## src/rtl/fifo_cascade_ctrl_pkg.sv

```systemverilog
// Shared definitions for the two-stage FIFO cascade sequencer.
//  DEPTH_DEFAULT : entries per stage (power of two)
//  state_t       : sequencer states RUN / FLUSH / DONE
//  cnt_width()   : per-stage counter width, wide enough to hold 0..depth inclusive
package fifo_cascade_ctrl_pkg;

  localparam int DEPTH_DEFAULT = 2048;

  typedef enum logic [1:0] {
    RUN   = 2'd0,
    FLUSH = 2'd1,
    DONE  = 2'd2
  } state_t;

  function automatic int cnt_width(input int depth);
    return $clog2(depth) + 1;
  endfunction

endpackage

```

## src/rtl/fifo_cascade_ctrl_if.sv

```systemverilog
// Bus bundle between the cascade sequencer and its user / the two stage FIFOs.
//  User side : w_en, r_en, flush requests; full, empty, avail, occupancy status;
//              overflow/underflow/flush_done pulses and the sticky flag_err.
//  Stage side: e1/f1, e2/f2 flags from the stages; w1/r1, w2/r2 enables to them.
//  master : the environment (user logic plus stage flags)
//  slave  : the sequencer itself
interface fifo_cascade_ctrl_if
  import fifo_cascade_ctrl_pkg::*;
#(
  parameter int DEPTH = DEPTH_DEFAULT
) ();

  localparam int CW = cnt_width(DEPTH);

  logic          w_en;
  logic          r_en;
  logic          flush;
  logic          e1;
  logic          f1;
  logic          e2;
  logic          f2;
  logic          w1;
  logic          r1;
  logic          w2;
  logic          r2;
  logic          full;
  logic          empty;
  logic          avail;
  logic [CW:0]   occupancy;
  logic          overflow;
  logic          underflow;
  logic          flush_done;
  logic          flag_err;

  modport master (
    output w_en, r_en, flush, e1, f1, e2, f2,
    input  w1, r1, w2, r2, full, empty, avail, occupancy,
           overflow, underflow, flush_done, flag_err
  );

  modport slave (
    input  w_en, r_en, flush, e1, f1, e2, f2,
    output w1, r1, w2, r2, full, empty, avail, occupancy,
           overflow, underflow, flush_done, flag_err
  );

endinterface

```

## src/rtl/fifo_occ_counter.sv

```systemverilog
// Bounded up/down occupancy counter for one FIFO stage.
//  clk, rst : clock, asynchronous active-high reset
//  inc, dec : entry written / entry read this cycle
//  count    : entries currently held, 0..DEPTH
//  is_zero  : count == 0
//  is_max   : count == DEPTH
module fifo_occ_counter
  import fifo_cascade_ctrl_pkg::*;
#(
  parameter  int DEPTH = DEPTH_DEFAULT,
  localparam int CW    = cnt_width(DEPTH)
) (
  input  logic          clk,
  input  logic          rst,
  input  logic          inc,
  input  logic          dec,
  output logic [CW-1:0] count,
  output logic          is_zero,
  output logic          is_max
);

  localparam logic [CW-1:0] MAX = CW'(DEPTH);

  assign is_zero = (count == '0);
  assign is_max  = (count == MAX);

  // Simultaneous inc and dec cancel; the bounds are a safety net behind the gated enables.
  always_ff @(posedge clk or posedge rst) begin
    if (rst) begin
      count <= '0;
    end else if (inc && !dec && !is_max) begin
      count <= count + CW'(1);
    end else if (dec && !inc && !is_zero) begin
      count <= count - CW'(1);
    end
  end

endmodule

```

## src/rtl/fifo_cascade_ctrl.sv

```systemverilog
// Sequencer for a stage1 -> stage2 FIFO cascade holding 2*DEPTH entries.
// Writes go into stage1, reads come out of stage2, and words are moved from
// stage1 to stage2 in the background. Enables come from internal occupancy
// counters; the stage flags are only cross-checked into flag_err.
//  clk, rst : clock, asynchronous active-high reset
//  bus      : fifo_cascade_ctrl_if slave modport (requests, stage flags,
//             stage enables, status and pulses)
module fifo_cascade_ctrl
  import fifo_cascade_ctrl_pkg::*;
#(
  parameter int DEPTH = DEPTH_DEFAULT
) (
  input logic                clk,
  input logic                rst,
  fifo_cascade_ctrl_if.slave bus
);

  localparam int          CW      = cnt_width(DEPTH);
  localparam logic [CW:0] DEPTH_W = (CW+1)'(DEPTH);

  state_t        state;
  state_t        state_nx;
  logic [CW-1:0] cnt1;
  logic [CW-1:0] cnt2;
  logic          zero1;
  logic          max1;
  logic          zero2;
  logic          max2;
  logic          xfer;
  logic          xfer_q;
  logic          w1;
  logic          r1;
  logic          r2;
  logic          room2;
  logic          flag_err_q;

  fifo_occ_counter #(.DEPTH(DEPTH)) u_cnt1 (
    .clk     (clk),
    .rst     (rst),
    .inc     (w1),
    .dec     (r1),
    .count   (cnt1),
    .is_zero (zero1),
    .is_max  (max1)
  );

  fifo_occ_counter #(.DEPTH(DEPTH)) u_cnt2 (
    .clk     (clk),
    .rst     (rst),
    .inc     (xfer_q),
    .dec     (r2),
    .count   (cnt2),
    .is_zero (zero2),
    .is_max  (max2)
  );

  // A word already read from stage1 still occupies a stage2 slot, so it is counted here.
  assign room2 = ((CW+1)'(cnt2) + (CW+1)'(xfer_q)) < DEPTH_W;

  // Next-state and stage enables. DONE only ever sees empty stages, so it reuses
  // the user-facing enables of RUN without starting a transfer.
  always_comb begin
    state_nx = state;
    w1       = 1'b0;
    r1       = 1'b0;
    r2       = 1'b0;
    xfer     = 1'b0;
    unique case (state)
      RUN: begin
        w1   = bus.w_en && !max1;
        xfer = !zero1 && room2;
        r1   = xfer;
        r2   = bus.r_en && !zero2;
        if (bus.flush) state_nx = FLUSH;
      end
      FLUSH: begin
        r1 = !zero1;
        r2 = !zero2;
        if (zero1 && zero2 && !xfer_q) state_nx = DONE;
      end
      DONE: begin
        w1       = bus.w_en && !max1;
        r2       = bus.r_en && !zero2;
        state_nx = RUN;
      end
      default: state_nx = RUN;
    endcase
  end

  // State, in-flight transfer and sticky flag cross-check. Each flag is compared
  // against the counter value of the same cycle.
  always_ff @(posedge clk or posedge rst) begin
    if (rst) begin
      state      <= RUN;
      xfer_q     <= 1'b0;
      flag_err_q <= 1'b0;
    end else begin
      state      <= state_nx;
      xfer_q     <= (state == RUN) && xfer;
      flag_err_q <= flag_err_q ||
                    (bus.f1 != max1)  || (bus.e1 != zero1) ||
                    (bus.f2 != max2)  || (bus.e2 != zero2);
    end
  end

  assign bus.w1         = w1;
  assign bus.r1         = r1;
  assign bus.w2         = xfer_q;
  assign bus.r2         = r2;
  assign bus.full       = max1;
  assign bus.empty      = zero1 && zero2 && !xfer_q;
  assign bus.avail      = !zero2;
  assign bus.occupancy  = (CW+1)'(cnt1) + (CW+1)'(cnt2) + (CW+1)'(xfer_q);
  assign bus.overflow   = bus.w_en && (max1 || (state == FLUSH));
  assign bus.underflow  = bus.r_en && zero2;
  assign bus.flush_done = (state == DONE);
  assign bus.flag_err   = flag_err_q;

endmodule
```

## src/flat_wrapper.sv

```systemverilog
// flat-port wrapper written by rule: the top's interface ports become plain ports
module fifo_cascade_ctrl_flat import fifo_cascade_ctrl_pkg::*;
#(
  parameter int DEPTH = DEPTH_DEFAULT
)
  (clk, rst, bus_w_en, bus_r_en, bus_flush, bus_e1, bus_f1, bus_e2, bus_f2, bus_w1, bus_r1, bus_w2, bus_r2, bus_full, bus_empty, bus_avail, bus_occupancy, bus_overflow, bus_underflow, bus_flush_done, bus_flag_err);
  fifo_cascade_ctrl_if #(.DEPTH(DEPTH)) bus_i ();
  input logic clk;
  input logic rst;
  input wire logic [$bits(bus_i.w_en)-1:0] bus_w_en;
  input wire logic [$bits(bus_i.r_en)-1:0] bus_r_en;
  input wire logic [$bits(bus_i.flush)-1:0] bus_flush;
  input wire logic [$bits(bus_i.e1)-1:0] bus_e1;
  input wire logic [$bits(bus_i.f1)-1:0] bus_f1;
  input wire logic [$bits(bus_i.e2)-1:0] bus_e2;
  input wire logic [$bits(bus_i.f2)-1:0] bus_f2;
  output wire logic [$bits(bus_i.w1)-1:0] bus_w1;
  output wire logic [$bits(bus_i.r1)-1:0] bus_r1;
  output wire logic [$bits(bus_i.w2)-1:0] bus_w2;
  output wire logic [$bits(bus_i.r2)-1:0] bus_r2;
  output wire logic [$bits(bus_i.full)-1:0] bus_full;
  output wire logic [$bits(bus_i.empty)-1:0] bus_empty;
  output wire logic [$bits(bus_i.avail)-1:0] bus_avail;
  output wire logic [$bits(bus_i.occupancy)-1:0] bus_occupancy;
  output wire logic [$bits(bus_i.overflow)-1:0] bus_overflow;
  output wire logic [$bits(bus_i.underflow)-1:0] bus_underflow;
  output wire logic [$bits(bus_i.flush_done)-1:0] bus_flush_done;
  output wire logic [$bits(bus_i.flag_err)-1:0] bus_flag_err;
  assign bus_i.w_en = bus_w_en;
  assign bus_i.r_en = bus_r_en;
  assign bus_i.flush = bus_flush;
  assign bus_i.e1 = bus_e1;
  assign bus_i.f1 = bus_f1;
  assign bus_i.e2 = bus_e2;
  assign bus_i.f2 = bus_f2;
  assign bus_w1 = bus_i.w1;
  assign bus_r1 = bus_i.r1;
  assign bus_w2 = bus_i.w2;
  assign bus_r2 = bus_i.r2;
  assign bus_full = bus_i.full;
  assign bus_empty = bus_i.empty;
  assign bus_avail = bus_i.avail;
  assign bus_occupancy = bus_i.occupancy;
  assign bus_overflow = bus_i.overflow;
  assign bus_underflow = bus_i.underflow;
  assign bus_flush_done = bus_i.flush_done;
  assign bus_flag_err = bus_i.flag_err;
  fifo_cascade_ctrl #(.DEPTH(DEPTH)) u_core (.clk(clk), .rst(rst), .bus(bus_i));
endmodule
```

## config.mk

```make
export PLATFORM = sky130hd
export DESIGN_NAME = fifo_cascade_ctrl_flat
export DESIGN_NICKNAME = d
export VERILOG_FILES = /design/src/rtl/fifo_cascade_ctrl_pkg.sv /design/src/rtl/fifo_cascade_ctrl_if.sv /design/src/rtl/fifo_occ_counter.sv /design/src/rtl/fifo_cascade_ctrl.sv /design/src/flat_wrapper.sv
export SDC_FILE = /design/constraint.sdc
export NUM_CORES = 1
export LEC_CHECK = 0
export CAP_MARGIN = 20
export CORE_MARGIN = 2
export CORE_UTILIZATION = 55
export DETAILED_ROUTE_END_ITERATION = 7
export PLACE_DENSITY = 0.78
export REMOVE_ABC_BUFFERS = 1
export SKIP_LAST_GASP = 1
export SLEW_MARGIN = 20
export SYNTH_ARGS = -nofsm -noshare
export SYNTH_HDL_FRONTEND = slang
export SYNTH_HIERARCHICAL = 1
export SYNTH_SLANG_ARGS = --single-unit
```

## constraint.sdc

```tcl
create_clock -name clk -period 5.35 [get_ports clk]
set_clock_uncertainty 0.2 [all_clocks]
set_input_delay 0.8025 -clock clk [delete_from_list [all_inputs] [get_ports clk]]
set_output_delay 0.8025 -clock clk [all_outputs]
set_load 0.1 [all_outputs]
```

==> reports/results.ini, run 1 <==
[outcome]
outcome=finished, final reports clean

[global_routing]
grt_usage_pct=24.9
grt_start_max_net_pins=20
first_global_vias=2452
grt_first_pass_wirelength_um=12100
antenna_found_initial=0
gr-total-overflow=0

[timing]
period_share_pct=82.3
rsz0062_at_grt=no
slew_viol_final=0
hold_viol=0
worstMarginPinSlew_ps=984
slew_headroom_pct=34.2
min_period_ps=4410
setup-violations-final=0
max_freq_mhz=227
layout_setup_ws_ps=945

[synthesis]
yosysWarnings=6
syn_area_mm2=0.00294
synth-seq-cells=28
ys_async_sr_fraction_pct=100
avgSynthCellArea_um2=8.97
synth-main-ff-cell=dfrtp_1
synth_seq_area_share_pct=23.8
synthCells=328
synth-edff-count=0
yosysUniqueCellTypes=54

[min_path]
hold_path.class=flip-flop to flip-flop

[route]
drc_errors=0
avgViaCountPerCell=6.07
via_count=2623
detail-route-antenna-nets=0
wl_um=6840
drtIter0Drc=152
first_pass_iters=4
wl_per_cell_um=15.8

[floorplan]
die_h_um=77.1
std_cell_rows=26
io_pins=33
die_width_um=77.1
initial_utilization_pct=57.2
core-area_mm2=0.00514
die_area_mm2=0.00595

[cts]
clock_latency_ps=280
hold_buffers=0
clk_path_buf_depth=2
htreeDepth=1
cts_sinks=28
cts-root-buf=clkbuf_8
cts_buffers=3
cts.clk_slew.worst_paths_ps=100
cts_tree=yes
post_cts_resized=0
post_cts.repair.setup_buffers=0

[setup_path]
cp.required_ps=4350
crit_fanout=8
crit_arrival_ps=3400
crit_slowest_cell=clkdlybuf4s50_1
path_cells=fa_1 -> a21oi_1 -> nor2_1 -> o21ai_1 -> a211oi_1 -> a211oi_2 -> clkdlybuf4s50_1
max_stage_delay_ps=1170
start_kind=flip-flop
crit_path_end_kind=output port
criticalPathCategory=flip-flop to output port

[finish]
layout.nets=407
final_cell_mix=nand2_1 (32), ha_1 (31), clkdlybuf4s50_1 (28), dfrtp_1 (28), nor2_1 (24)
syn_to_final_growth_pct=14.4
drive_gt1_share_pct=10.2
fillers=475
diodes=0
final_cell_count_no_fill=432
final_area_mm2=0.00336
final_common_cell=nand2_1

[placement]
port_buffers=32
gp_congestion=0.860
preCtsSetupSlack_ps=949
place_inst=428
placed_cell_area_mm2=0.00331
dp_hpwl_um=5360

[run]
cap_viol_max_count=0

## sequential cells by signal, summed over array words and instances, names as in the netlist
signal	count
u_core/state	2
u_core/bus.flag_err	1
u_core/u_cnt2/count	12
u_core/u_cnt1/count	12
u_core/bus.w2	1
## critical path, delay by kind of cell, from the launching register on
kind	cells	cell delay, ps
buffers and inverters	1	1170
AND/OR/NAND/NOR	1	110
flip-flops	1	510
AO/OA/AOI/OAI	4	810
adder cells (fa/ha/maj)	1	500
## logic make-up after synthesis
group / count (synthesis) / synth area share (%)
flip-flops: 28 / 23.8
adder cells (fa/ha/maj): 35 / 15.9
XOR/XNOR: 23 / 6.85
multiplexers: 7 / 2.47
AO/OA/AOI/OAI: 113 / 29.6
AND/OR/NAND/NOR: 101 / 18.0
buffers and inverters: 21 / 3.45
## metrics by stage
| stage | utilization, % | setup TNS (ps) | hold WS, ps |
|---|---|---|---|
| 2_1_floorplan | - | -5980 | 227 |
| 3_3_place_gp | 64.4 | 0 | 252 |
| 3_5_place_dp | 64.4 | 0 | 253 |
| 4_1_cts | 65.5 | 0 | 266 |
| 5_1_grt | 65.5 | 0 | 301 |
| 6_report | 65.5 | 0 | 267 |
## path summary, 6_finish.rpt
path / startpoint / end / slack (ps) / cells after the start
max: u_core/bus.w2$_DFF_PP0_ / bus_occupancy[11] / 940 / 7
min: u_core/state[1]$_DFFE_PP0P_ / u_core/state[0]$_DFFE_PP0P_ / 270 / 1
max reg2reg: u_core/u_cnt1/count[3]$_DFFE_PP0P_ / u_core/u_cnt1/count[10]$_DFFE_PP0P_ / 1060 / 13
min reg2reg: u_core/state[1]$_DFFE_PP0P_ / u_core/state[0]$_DFFE_PP0P_ / 270 / 1
max in group asynchronous: rst / u_core/u_cnt2/count[4]$_DFFE_PP0P_ / 3900 / 2
min in group asynchronous: rst / u_core/bus.w2$_DFF_PP0_ / 560 / 2
## per-layer routing
layer | global-route usage, % | wire, µm | up-vias
met1 | 36.6 | 3350 | 1225
met3 | 2.35 | 348 | 5
li1 | - | - | 1315
met4 | 5.36 | 58 | 0
met2 | 39.8 | 3090 | 78
met5 | 0 | 0 | -
## cell type report
type | count | area, µm² | share of cell area [%]
Sequential cell | 28 | 701 | 20.8
Clock buffer | 4 | 55.1 | 1.64
Inverter | 19 | 71.3 | 2.12
Multi-Input combinational cell | 279 | 2140 | 63.6
Timing Repair Buffer | 32 | 310 | 9.22
Tap cell | 70 | 87.6 | 2.60
## cells in the mapped netlist (all sizes together) (5+ instances only)
library cell / count / share of area [%]
a211oi: 11 / 3.0
nand2: 32 / 4.1
ha: 31 / 13
nor2b: 5 / 1.1
nor2: 24 / 3.1
inv: 19 / 2.4
a21boi: 5 / 1.3
xnor2: 13 / 3.9
a21o: 10 / 2.6
o211ai: 6 / 1.9
nor3: 8 / 1.4
mux2i: 5 / 1.7
nand4: 6 / 1.7
and2: 7 / 1.5
o21ai: 24 / 5.4
xor2: 10 / 3.0
nand3: 5 / 0.85
o21a: 5 / 1.3
dfrtp: 28 / 24
a21oi: 21 / 3.7
Power of run 1 is not shown: default switching activity piles up to over one toggle a cycle in this logic, so the estimate is an artifact.
==> inputs of run 2 (changes only) <==
Clock period 5.35 ns to 4.35 ns, I/O delays scaled along.
==> reports/results.ini, run 2 (synthesis gave the netlist of run 1 again) <==
[outcome]
outcome=finished, final reports clean

[route]
drtIter0Drc=122
first_pass_iters=4
wl_um=7370
avgViaCountPerCell=6.12
wl_per_cell_um=16.8
detail-route-antenna-nets=0
via_count=2691
drc_errors=0

[finish]
diodes=0
fillers=464
reg_top3=u_core/u_cnt1/count (12), u_core/u_cnt2/count (12), u_core/state (2)
syn_to_final_growth_pct=15.5
final_area_mm2=0.00340
multiInputGateArea_mm2=0.00215
final_cell_mix=nand2_1 (31), ha_1 (31), dfrtp_1 (28)
layout.nets=415
register_area_um2=701
drive_gt1_share_pct=17.0

[floorplan]
initial_utilization_pct=57.2
core-area_mm2=0.00514
io_pins=33
die_h_um=77.1
die_width_um=77.1
std_cell_rows=26
die_area_mm2=0.00595

[timing]
layout_setup_ws_ps=363
slew_headroom_pct=34.6
setup-violations-final=0
max_freq_mhz=251
min_period_ps=3990
holdWs_ps=269
rsz0062_at_grt=no
period_share_pct=91.6
worstMarginPinSlew_ps=978
slew_viol_final=0
hold_viol=0

[setup_path]
criticalPathCategory=flip-flop to flip-flop
path_cells=nor4_2 -> nand4b_1 -> inv_1 -> or4_1 -> o22ai_1 -> nor2_2 -> nand2_2 -> ha_1 -> a211oi_1 -> o211ai_1 -> a311oi_2 -> a41oi_1 -> a2bb2oi_1
crit_path_end_kind=flip-flop
critPathTopFamily=compound AO/OA/AOI/OAI gates
crit_arrival_ps=4000
cp_num_buf_inv=1
r2r_slack_ps=360
crit_slowest_cell=dfrtp_1
timing.rr.end=u_core/u_cnt1/count[11]$_DFFE_PP0P_
cp.required_ps=4370
reg2regPathDepth=13
start_kind=flip-flop
crit_fanout=7
max_stage_delay_ps=550
r2r_start=u_core/u_cnt1/count[0]$_DFFE_PP0P_

[placement]
placed_cell_area_mm2=0.00333
gp_congestion=0.903
preCtsSetupSlack_ps=254
dp_hpwl_um=5780
port_buffers=32

[cts]
clock_latency_ps=290
cts_buffers=3
cts-root-buf=clkbuf_8
clk_path_buf_depth=2
post_cts_resized=0
htreeDepth=1
hold_buffers=0
cts.clk_slew.worst_paths_ps=100
cts_sinks=28
post_cts.repair.setup_buffers=0
cts_tree=yes

[min_path]
min_from=u_core/state[1]$_DFFE_PP0P_
hold_depth=1
hold_path.class=flip-flop to flip-flop
hold_end=u_core/state[0]$_DFFE_PP0P_

[global_routing]
grt_start_max_net_pins=20
gr-total-overflow=0
grt_first_pass_wirelength_um=12800
antenna_found_initial=0
first_global_vias=2679
grt_usage_pct=26.4

[run]
cap_viol_max_count=0

## run 2: cell type report
cell class / count / area share, %
Multi-Input combinational cell: 279 / 63.3
Sequential cell: 28 / 20.6
Timing Repair Buffer: 40 / 9.80
Tap cell: 70 / 2.58
Inverter: 19 / 2.10
Clock buffer: 4 / 1.62
## run 2: metal layers
metal / part of all wire [%] / wire (µm) / up-vias / track usage [%]
li1: - / - / 1322 / -
met4: 2.0 / 144 / 0 / 8.57
met2: 44 / 3230 / 89 / 42.5
met1: 49 / 3600 / 1264 / 36.6
met5: 0 / 0 / - / 0
met3: 5.3 / 393 / 16 / 3.65
## run 2: stage by stage
| step | TNS, ps | utilization [%] | cells |
|---|---|---|---|
| after floorplan | -20800 | - | 326 |
| after global placement | 0 | 64.8 | 436 |
| after detailed placement | 0 | 64.8 | 436 |
| after CTS | 0 | 65.9 | 440 |
| after global routing | 0 | 66.1 | 440 |
| final | 0 | 66.1 | 440 |
## run 2: worst reg2reg max path, stage by stage (launching register included)
cell	delay, ps
dfrtp_1	550
nor4_2	100
nand4b_1	190
inv_1	120
or4_1	510
o22ai_1	370
nor2_2	130
nand2_2	190
ha_1	270
a211oi_1	360
o211ai_1	200
a311oi_2	390
a41oi_1	170
a2bb2oi_1	170
## run 2: how the worst max path moves through the flow
stage	from	end	slack, ps	depth (start not counted)
2_1_floorplan	u_core/u_cnt1/count[1]$_DFFE_PP0P_	u_core/u_cnt1/count[10]$_DFFE_PP0P_	-1930	13
3_3_place_gp	u_core/u_cnt1/count[3]$_DFFE_PP0P_	u_core/u_cnt1/count[10]$_DFFE_PP0P_	410	13
3_5_place_dp	u_core/u_cnt1/count[3]$_DFFE_PP0P_	u_core/u_cnt1/count[10]$_DFFE_PP0P_	250	13
4_1_cts	u_core/u_cnt1/count[3]$_DFFE_PP0P_	u_core/u_cnt1/count[10]$_DFFE_PP0P_	230	13
5_1_grt	u_core/u_cnt1/count[0]$_DFFE_PP0P_	u_core/u_cnt1/count[11]$_DFFE_PP0P_	60	13
6_report	u_core/u_cnt1/count[0]$_DFFE_PP0P_	u_core/u_cnt1/count[11]$_DFFE_PP0P_	360	13
Power of run 2 is left out for the same reason.
==> inputs of run 3 (changes only) <==
Settings changed: ABC_CLOCK_PERIOD_IN_PS set to 4350, CORE_UTILIZATION 55 to 41, PLACE_DENSITY 0.78 to unset.
==> reports/results.ini, run 3 (synthesis gave the netlist of run 1 again) <==
[outcome]
outcome=finished, final reports clean

[floorplan]
io_pins=33
initial_utilization_pct=42.8
die_area_mm2=0.00787
std_cell_rows=30
die_h_um=88.7
die_width_um=88.7
core-area_mm2=0.00687

[cts]
cts.clk_slew.worst_paths_ps=100
cts-root-buf=clkbuf_8
post_cts.repair.setup_buffers=0
cts_buffers=3
hold_buffers=0
clk_path_buf_depth=2
htreeDepth=1
clock_latency_ps=280
post_cts_resized=0
cts_sinks=28
cts_tree=yes

[min_path]
min_from=u_core/state[1]$_DFFE_PP0P_
hold_depth=1
hold_path.class=flip-flop to flip-flop
hold_end=u_core/state[0]$_DFFE_PP0P_

[global_routing]
grtUsageMet1_pct=31.3
first_global_vias=2381
gr-total-overflow=0
grt_first_pass_wirelength_um=12200
antenna_found_initial=0
grt_busiest_layer=met1
grtUsageMet2_pct=29.9
grt_start_max_net_pins=20
grt_usage_pct=19.8
met3_usage_pct=1.49

[timing]
slew_viol_final=0
hold_viol=0
rsz0062_at_grt=no
layout_setup_ws_ps=369
min_period_ps=3980
period_share_pct=91.5
setup-violations-final=0
max_freq_mhz=251
slew_headroom_pct=35.5
worstMarginPinSlew_ps=964

[setup_path]
crit_fanout=7
r2r_start=u_core/u_cnt1/count[3]$_DFFE_PP0P_
crit_arrival_ps=3990
crit_path_end_kind=flip-flop
r2r_slack_ps=370
timing.rr.end=u_core/u_cnt1/count[10]$_DFFE_PP0P_
start_kind=flip-flop
reg2regPathDepth=13
criticalPathCategory=flip-flop to flip-flop
cp.required_ps=4360

[finish]
layout.nets=417
drive_gt1_share_pct=17.3
final_cell_mix=nand2_1 (31), ha_1 (31), buf_4 (30)
final_area_mm2=0.00342
final_cell_count_no_fill=467
syn_to_final_growth_pct=16.4
fillers=684
reg_top3=u_core/u_cnt1/count (12), u_core/u_cnt2/count (12), u_core/state (2)
diodes=0

[run]
cap_viol_max_count=0

[route]
via_count=2575
wl_um=7230
detail-route-antenna-nets=0
drc_errors=0
wl_per_cell_um=15.5
avgViaCountPerCell=5.51
drtIter0Drc=193
first_pass_iters=4

[placement]
dp_hpwl_um=5830
placed_cell_area_mm2=0.00338
place_inst=464
gp_congestion=0.847
port_buffers=32
preCtsSetupSlack_ps=285

==> run 3: changes by cell type in the layout (fill, tap and decap cells not counted), sizes merged <==
cell	before	now
buf	27	30
clkbuf	4	3
clkdlybuf4s50	13	12
==> run 3: cell type report <==
class	instances	area [µm²]	area share, %
timing repair buffer	42	345	10.1
inverter	19	71.3	2.08
clock buffer	3	41.3	1.21
multi-input combinational	279	2140	62.6
tap	96	120	3.51
sequential	28	701	20.5
==> run 3: through the flow <==
stage          hold WS (ps)  util [%]  setup TNS [ps]
6_report                292      49.8               0
5_1_grt                 326      49.8               0
4_1_cts                 290      49.8               0
3_5_place_dp            267      49.2               0
3_3_place_gp            268      49.2               0
2_1_floorplan           219         -          -20800
==> run 3: per-layer routing <==
layer / routed length (µm) / vias to the layer above
met5: 0 / -
met4: 44 / 0
met3: 256 / 4
met2: 3050 / 50
met1: 3890 / 1187
li1: - / 1334
==> run 3: worst max path at each step <==
| stage | startpoint | end | slack [ps] | cells after the start |
|---|---|---|---|---|
| floorplan | u_core/u_cnt1/count[1]$_DFFE_PP0P_ | u_core/u_cnt1/count[10]$_DFFE_PP0P_ | -1930 | 13 |
| global placement | u_core/u_cnt1/count[10]$_DFFE_PP0P_ | u_core/u_cnt1/count[10]$_DFFE_PP0P_ | 370 | 13 |
| detailed placement | u_core/u_cnt1/count[10]$_DFFE_PP0P_ | u_core/u_cnt1/count[10]$_DFFE_PP0P_ | 290 | 13 |
| CTS | u_core/u_cnt1/count[10]$_DFFE_PP0P_ | u_core/u_cnt1/count[10]$_DFFE_PP0P_ | 250 | 13 |
| global route | u_core/u_cnt2/count[5]$_DFFE_PP0P_ | u_core/u_cnt2/count[11]$_DFFE_PP0P_ | 50 | 12 |
| finish | u_core/u_cnt1/count[3]$_DFFE_PP0P_ | u_core/u_cnt1/count[10]$_DFFE_PP0P_ | 370 | 13 |
==> run 3: critical path, stage by stage, from the launching register on <==
cell and delay (ps):
dfrtp_1 430, nor3_1 480, nand4b_1 280, inv_1 200, or4_1 150, o22ai_1 140, nor2_2 230, nand2_2 180
fa_1 450, a211oi_1 280, o21ai_1 180, a31o_1 220, a2111o_1 410, o211ai_2 70
Power of run 3 is left out for the same reason.
